--- src/rtl/tl_chan_buf.sv ---
// TileLink five-channel buffer: one independent FIFO (or wire) per channel, plus a drain/idle flag.
// Optional same-cycle bypass into an empty FIFO is enabled with `define TL_CHAN_BUF_BYPASS_EN.
package tl_pkg;
  typedef struct packed {
    logic [2:0]  opcode;
    logic [2:0]  param;
    logic [2:0]  size;
    logic [3:0]  source;
    logic [31:0] address;
    logic [3:0]  mask;
    logic [31:0] data;
    logic        corrupt;
  } A_chan_bits_t;

  typedef struct packed {
    logic [2:0]  opcode;
    logic [1:0]  param;
    logic [2:0]  size;
    logic [3:0]  source;
    logic [31:0] address;
    logic [3:0]  mask;
    logic [31:0] data;
    logic        corrupt;
  } B_chan_bits_t;

  typedef struct packed {
    logic [2:0]  opcode;
    logic [2:0]  param;
    logic [2:0]  size;
    logic [3:0]  source;
    logic [31:0] address;
    logic [31:0] data;
    logic        corrupt;
  } C_chan_bits_t;

  typedef struct packed {
    logic [2:0]  opcode;
    logic [1:0]  param;
    logic [2:0]  size;
    logic [3:0]  source;
    logic [3:0]  sink;
    logic        denied;
    logic [31:0] data;
    logic        corrupt;
  } D_chan_bits_t;

  typedef struct packed {
    logic [3:0] sink;
  } E_chan_bits_t;
endpackage

module tl_chan_fifo #(
  parameter int  DEPTH = 2,
  parameter type T     = logic
) (
  input  logic clk,
  input  logic rst,
  input  logic in_valid,
  input  T     in_bits,
  output logic in_ready,
  output logic out_valid,
  output T     out_bits,
  input  logic out_ready,
  output logic empty
);
  if (DEPTH == 0) begin : g_pass
    logic unused_clk_rst;
    assign unused_clk_rst = clk ^ rst;
    assign out_valid = in_valid;
    assign out_bits  = in_bits;
    assign in_ready  = out_ready;
    assign empty     = 1'b1;
  end else begin : g_fifo
    localparam int PW = (DEPTH > 1) ? $clog2(DEPTH) : 1;
    localparam int CW = $clog2(DEPTH + 1);
    localparam logic [PW-1:0] LAST = PW'(DEPTH - 1);
    localparam logic [CW-1:0] FULL = CW'(DEPTH);

    T              mem [DEPTH];
    logic [PW-1:0] wr_ptr, rd_ptr;
    logic [CW-1:0] count;
    logic          stored, enq, deq;

    assign stored   = (count != '0);
    // Ready is a pure function of state so the upstream timing path stays short.
    assign in_ready = !rst && (count != FULL);
    assign empty    = !stored;

`ifdef TL_CHAN_BUF_BYPASS_EN
    logic byp;
    assign byp       = !rst && !stored && in_valid;
    assign out_valid = (!rst && stored) || byp;
    assign out_bits  = stored ? mem[rd_ptr] : in_bits;
    assign deq       = !rst && stored && out_ready;
    // A bypassed beat taken downstream this cycle is never written.
    assign enq       = in_valid && in_ready && !(byp && out_ready);
`else
    assign out_valid = !rst && stored;
    assign out_bits  = mem[rd_ptr];
    assign deq       = out_valid && out_ready;
    assign enq       = in_valid && in_ready;
`endif

    always_ff @(posedge clk) begin
      if (rst) begin
        wr_ptr <= '0;
        rd_ptr <= '0;
        count  <= '0;
      end else begin
        if (enq) wr_ptr <= (wr_ptr == LAST) ? '0 : wr_ptr + 1'b1;
        if (deq) rd_ptr <= (rd_ptr == LAST) ? '0 : rd_ptr + 1'b1;
        case ({enq, deq})
          2'b10:   count <= count + 1'b1;
          2'b01:   count <= count - 1'b1;
          default: ;
        endcase
      end
    end

    always_ff @(posedge clk) begin
      if (enq) mem[wr_ptr] <= in_bits;
    end
  end
endmodule

module tl_chan_buf #(
  parameter int A_DEPTH = 2,
  parameter int B_DEPTH = 2,
  parameter int C_DEPTH = 2,
  parameter int D_DEPTH = 2,
  parameter int E_DEPTH = 1
) (
  input  logic                 clk_i,
  input  logic                 rst_i,
  input  logic                 up_a_valid,
  input  tl_pkg::A_chan_bits_t up_a_bits,
  output logic                 up_a_ready,
  output logic                 dn_a_valid,
  output tl_pkg::A_chan_bits_t dn_a_bits,
  input  logic                 dn_a_ready,
  input  logic                 dn_b_valid,
  input  tl_pkg::B_chan_bits_t dn_b_bits,
  output logic                 dn_b_ready,
  output logic                 up_b_valid,
  output tl_pkg::B_chan_bits_t up_b_bits,
  input  logic                 up_b_ready,
  input  logic                 up_c_valid,
  input  tl_pkg::C_chan_bits_t up_c_bits,
  output logic                 up_c_ready,
  output logic                 dn_c_valid,
  output tl_pkg::C_chan_bits_t dn_c_bits,
  input  logic                 dn_c_ready,
  input  logic                 dn_d_valid,
  input  tl_pkg::D_chan_bits_t dn_d_bits,
  output logic                 dn_d_ready,
  output logic                 up_d_valid,
  output tl_pkg::D_chan_bits_t up_d_bits,
  input  logic                 up_d_ready,
  input  logic                 up_e_valid,
  input  tl_pkg::E_chan_bits_t up_e_bits,
  output logic                 up_e_ready,
  output logic                 dn_e_valid,
  output tl_pkg::E_chan_bits_t dn_e_bits,
  input  logic                 dn_e_ready,
  output logic                 idle_o
);
  logic [4:0] empty;

  tl_chan_fifo #(.DEPTH(A_DEPTH), .T(tl_pkg::A_chan_bits_t)) u_a (
    .clk(clk_i), .rst(rst_i),
    .in_valid(up_a_valid), .in_bits(up_a_bits), .in_ready(up_a_ready),
    .out_valid(dn_a_valid), .out_bits(dn_a_bits), .out_ready(dn_a_ready),
    .empty(empty[0]));

  tl_chan_fifo #(.DEPTH(B_DEPTH), .T(tl_pkg::B_chan_bits_t)) u_b (
    .clk(clk_i), .rst(rst_i),
    .in_valid(dn_b_valid), .in_bits(dn_b_bits), .in_ready(dn_b_ready),
    .out_valid(up_b_valid), .out_bits(up_b_bits), .out_ready(up_b_ready),
    .empty(empty[1]));

  tl_chan_fifo #(.DEPTH(C_DEPTH), .T(tl_pkg::C_chan_bits_t)) u_c (
    .clk(clk_i), .rst(rst_i),
    .in_valid(up_c_valid), .in_bits(up_c_bits), .in_ready(up_c_ready),
    .out_valid(dn_c_valid), .out_bits(dn_c_bits), .out_ready(dn_c_ready),
    .empty(empty[2]));

  tl_chan_fifo #(.DEPTH(D_DEPTH), .T(tl_pkg::D_chan_bits_t)) u_d (
    .clk(clk_i), .rst(rst_i),
    .in_valid(dn_d_valid), .in_bits(dn_d_bits), .in_ready(dn_d_ready),
    .out_valid(up_d_valid), .out_bits(up_d_bits), .out_ready(up_d_ready),
    .empty(empty[3]));

  tl_chan_fifo #(.DEPTH(E_DEPTH), .T(tl_pkg::E_chan_bits_t)) u_e (
    .clk(clk_i), .rst(rst_i),
    .in_valid(up_e_valid), .in_bits(up_e_bits), .in_ready(up_e_ready),
    .out_valid(dn_e_valid), .out_bits(dn_e_bits), .out_ready(dn_e_ready),
    .empty(empty[4]));

  // Pass-through channels report empty=1, so they drop out of the AND.
  assign idle_o = &empty;
endmodule

--- config.mk ---
export PLATFORM = sky130hd
export DESIGN_NAME = tl_chan_buf
export DESIGN_NICKNAME = d
export VERILOG_FILES = /design/src/rtl/tl_chan_buf.sv
export SDC_FILE = /design/constraint.sdc
export NUM_CORES = 1
export LEC_CHECK = 0
export BUFFER_PORTS_ARGS = -buffer_cell sky130_fd_sc_hd__buf_2
export CAP_MARGIN = 20
export CORE_MARGIN = 2
export CORE_UTILIZATION = 40
export CTS_CLUSTER_DIAMETER = 100
export CTS_CLUSTER_SIZE = 12
export DETAILED_ROUTE_END_ITERATION = 8
export GPL_ROUTABILITY_DRIVEN = 1
export HOLD_SLACK_MARGIN = 0.03
export PLACE_DENSITY = 0.76
export SYNTH_ARGS = -nofsm -noshare
export SYNTH_HDL_FRONTEND = slang
export SYNTH_SLANG_ARGS = --single-unit
--- constraint.sdc ---
create_clock -name clk_i -period 10.7 [get_ports clk_i]
set_clock_uncertainty 0.1 [all_clocks]
set_input_delay 0.535 -clock clk_i [delete_from_list [all_inputs] [get_ports clk_i]]
set_output_delay 0.535 -clock clk_i [all_outputs]
set_load 0.02 [all_outputs]
; After elaboration in Yosys (flattened, before gate mapping)
; Memory sizes are Yosys's and may differ from the RTL's. A register that Yosys moved wholly into a read port is not among the register bits.
; Cells that the tools add are included.
[word_totals]
mem_count = 5
mem_bits_rw = 586
register_bits = 17
[classes]
add_sub_neg = 18
bitwise = 1
reduce_logical = 36
mux = 31
eq_ne = 14
[mem_list]
columns = name, depth, word_bits, rd, rd_clocked_by_memory_dff, wr, line_no
row1 = u_a.g_fifo.mem, 2, 82, 1, 1, 1, 79  ; T mem [DEPTH];
row2 = u_b.g_fifo.mem, 2, 81, 1, 1, 1, 79
row3 = u_c.g_fifo.mem, 2, 78, 1, 1, 1, 79
row4 = u_d.g_fifo.mem, 2, 50, 1, 1, 1, 79
row5 = u_e.g_fifo.mem, 1, 4, 1, 0, 1, 79
[ops]
columns = cell, n
row1 = 1-bit 2-to-1 mux, 26
row2 = 1-bit logical AND, 20
row3 = 2-bit nonzero test, 9
row4 = 2-bit case mux with 2 select lines, 4
row5 = 2-bit by 1-bit == test with 1-bit output (second input constant), 5
row6 = 2-bit == test (second input constant), 5
row7 = 1-bit adder (second input constant), 9
row8 = 2-bit by 1-bit adder with 2-bit output (second input constant), 4
row9 = 2-bit != test (second input constant), 4
row10 = 2-bit by 1-bit subtractor with 2-bit output (second input constant), 4
row11 = 1-bit logical NOT, 6
row12 = 5-bit AND reduction, 1
row13 = 1-bit case mux with 2 select lines, 1
row14 = 1-bit NOT, 1
row15 = 1-bit subtractor (second input constant), 1

; Depth between registers and ports, before layout
[depth]
ltp_word = 5
depth_mapped = 8
depth_no_buf = 7

; Cells and area by module
; A second synthesis with hierarchy kept.
[hier_totals]
hier_cells = 1036
hier_area_um2 = 22052.4
[by_module_without_submodules]
columns = module, cells_each, n_inst, area_each_um2
row1 = tl_chan_fifo at u_a, 284, 1, 6128.4
row2 = tl_chan_fifo at u_b, 281, 1, 6057.1
row3 = tl_chan_fifo at u_c, 272, 1, 5855.6
row4 = tl_chan_fifo at u_d, 185, 1, 3829.9
row5 = tl_chan_fifo at u_e, 11, 1, 168.9
row6 = tl_chan_buf, 3, 1, 12.5

; Worst setup path after synthesis
; Ideal clock, no wire load.
[synth_path]
path_type = input to register
startpoint = in rst_i
endpoint = mem u_a.g_fifo.mem[0][0] (netlist bit), enable pin
setup_slack_ps = 1274
path_stages = 2
setup_time_ps = 726
arrival_time_ps = 8600
path_buffers = 1
required_ps = 9874
cell_sequence = buf_2 nor4_1
[synth_via]
elab_chain_cells = 5
[synth_lines]
columns = item, line_no
row1 = "start, declared", 134  ; input logic rst_i,
row2 = 1-bit logical NOT, 86  ; assign in_ready = !rst && (count != FULL);
row3 = 1-bit logical AND, 86
row4 = 1-bit logical AND, 101  ; assign enq = in_valid && in_ready;
row5 = 1-bit 2-to-1 mux, 121  ; if (enq) mem[wr_ptr] <= in_bits;
row6 = 1-bit 2-to-1 mux (implied by the code), 121
row7 = "end, declared", 79
; Every way passes these cells.

==> impl_metrics.tcl <==
set metrics [dict create \
    dr.pass1.iters 5 \
    drive_gt1_share_pct 49.8 \
    synth-compound-area-share_pct 0.351 \
    synth-xor-area-share_pct 0.317 \
    clk_pin_slew_worst_paths_ns 0.06 \
    period_minus_slack_ns 3.12 \
    synth_area_um2 22100 \
    yosysTopAreaCellShare_pct 79.7 \
    synth_area_leaders "edfxtp_1 (80%), mux2_2 (15%), dfxtp_1 (1.9%), buf_2 (0.72%), mux2i_1 (0.36%)" \
    syn_area_per_cell_um2 21.5 \
    rows 86 \
    die_y_um 239 \
    startpoint_type "register" \
    post-route-period-util_pct 29.1 \
    port_buffers 612 \
    clockBufferDepth 3 \
    synth_flop_cell "edfxtp_1" \
    viasPerCell 4.82 \
    grt_max_degree 83 \
    cp-end-kind "output pin" \
    cts_sinks 607 \
    max_freq_mhz 321 \
    grt_pass1_vias 14100 \
    nets 2275 \
    postCtsSetupRepairBufs 0 \
    grt_antenna_before_repair 6 \
    numCtsBuffers 56 \
    gp_congestion 0.817 \
    peakVddDrop_v 0.000152 \
    rsz0062_at_grt "no" \
    cts_tree "done" \
    start_util_pct 40.3 \
    ys_warn_count 0 \
    cap_violations 0 \
    drt-wirelength-per-cell_um 20.1 \
    yosys.area_share.simple_pct 1.37 \
    n_fill_cell 4046 \
    totalWireLength_um 54200 \
    area_growth_pct 37.9 \
    syn_inst 1026 \
    worstSkewPairLatency_ns 0.60 \
    p_leak_nw 11.3 \
    synth_edf_count 586 \
    final_util_pct 55.5 \
    die_area_um2 57100 \
    core-area_um2 54900 \
    ys_types 27 \
    seq_area_frac_synth_pct 81.6 \
    synth.area.mux_share_pct 15.2 \
    tns_ns 0 \
    track_usage_pct 17.9 \
    ant_nets 0 \
    h-tree-depth 2 \
    dp_slack_ns 7.89 \
    place_area_um2 26000 \
    slew_headroom_pct 24.4 \
    finalMaxSlewViolations 0 \
    worstPathRequired_ns 10.07 \
    syn-num-nets 1337 \
    drc 0 \
    initialDrtViolationCount 565 \
    synth.top_cells.by_count "edfxtp_1 (586), mux2_2 (291), buf_2 (32)" \
    io_pins 613 \
    status "finished clean" \
    routed-via-count 13000 \
    synth.most_common_cell "edfxtp_1" \
    synth-adder-area-share_pct 0.227 \
    yosysTopAreaCell "edfxtp_1" \
    hold_class "in -> reg" \
    critPathMaxFanout 64 \
    gr-total-overflow 0 \
    reg2reg_slack_ns 8.34 \
    grt_pass1_wl_um 78300 \
    hold_viol_final 0 \
    async_flop_share_pct 0 \
    dieWidth_um 239 \
    layout_setup_ws_ns 7.58 \
    cp.arrival_ns 2.48 \
    fin_area_um2 30500 \
    setup_viol 0 \
    p_per_area_nw_per_um2 176 \
    worstMarginPinSlew_ns 1.13 \
    synth_top_family_by_area "multiplexers" \
    crit_type "reg -> out" \
    ys_ff_latch 607 \
    cts_root_buffer "clkbuf_16" \
    hpwlAfterDp_um 32700 \
]
[repair_timing]
action,4_1_cts,5_1_grt
endpoints found under the hold margin,574,2
hold buffers,290,1
endpoints found under the setup margin,0,0
resized for setup,0,0
[state kept, by name, indices dropped and copies added, names as in the netlist, named ones only]
register           flops
u_b.g_fifo.count       2
u_e.g_fifo.mem         4
u_d.g_fifo.wr_ptr      1
u_b.g_fifo.mem       162
u_d.g_fifo.mem       100
u_c.g_fifo.wr_ptr      1
u_c.g_fifo.count       2
u_c.g_fifo.mem       156
u_d.g_fifo.rd_ptr      1
u_c.g_fifo.rd_ptr      1
u_a.g_fifo.mem       164
u_b.g_fifo.rd_ptr      1
u_d.g_fifo.count       2
u_a.g_fifo.count       2
u_b.g_fifo.wr_ptr      1
u_a.g_fifo.rd_ptr      1
u_e.g_fifo.count       1
u_a.g_fifo.wr_ptr      1
[area by class of cell]
cell class	count	area [um2]	share of cell area [%]
well taps	704	881	2.89
clock buffers	82	1500	4.92
diodes	2	5.00	0.0164
inverters	5	18.8	0.0616
repair buffers	916	6110	20.0
clock inverters	3	32.5	0.107
multi-input cells	378	3900	12.8
flip-flops and latches	607	18000	59.2
[layout by cell type, fill, tap and decap left out, types with 4 or more instances in the layout]
master	n
nand2b_1	4
mux2i_1	8
ha_1	4
buf_2	612
nand2_1	8
a21oi_1	4
nor3b_2	4
o21ai_0	4
edfxtp_1	586
or3_1	4
xor2_1	4
inv_1	5
buf_4	11
clkbuf_1	26
xnor2_1	4
nor2_1	19
nor2b_1	4
o211ai_1	4
dlygate4sd3_1	291
dfxtp_1	17
mux2_2	291
clkbuf_16	56
[worst max-delay path, stage by stage (launching register included)]
cell and delay, ns:
dfxtp_4 0.51, buf_4 0.68, mux2_2 0.43, buf_2 0.17
[cells by family (layout without fill, tap and decap cells)]
family / Yosys count / in the layout
buffers and inverters: 41 / 1006
DFF: 607 / 607
other: 0 / 2
AOI/OAI and AO/OA: 13 / 13
and+or+nand+nor: 54 / 54
adders and majority gates: 4 / 4
muxes: 299 / 299
xor gates and xnor gates: 8 / 8
[path summary, 6_finish.rpt]
check | startpoint | endpoint | depth (start not counted)
worst max register to register | u_a.g_fifo.count[0] | u_a.g_fifo.mem[1][76] | 4
worst max-delay path | register | dn_a_bits[46] | 3
worst min register to register | u_d.g_fifo.rd_ptr | register | 1
worst min-delay path | up_a_bits[26] | u_a.g_fifo.mem[0][26] | 1
[where the power goes]
group	internal, mW	leakage (nW)	switching (mW)	total, mW
clock network	0.957	0.732	0.807	1.76
registers	2.73	5.55	0.0657	2.80
logic	0.354	5.00	0.440	0.794
total	4.04	11.3	1.31	5.36
[layer usage]
layer  share of wire, %  global-route usage [%]  vias up
met3                7.4                    5.23      126
li1                   -                       -     5918
met4                3.4                    7.12        8
met1                 36                    18.9     6431
met5              0.094                       0        -
met2                 54                    33.1      509
[stage by stage]
stage,instances,hold slack (ns),total power [mW]
2_1_floorplan,1026,0.337,3.28
3_3_place_gp,2317,0.334,3.53
3_5_place_dp,2318,0.346,3.54
4_1_cts,2693,0.0310,5.38
5_1_grt,2697,0.0356,5.54
6_report,2697,0.0716,5.36
Power figures use the tool's default switching activity.
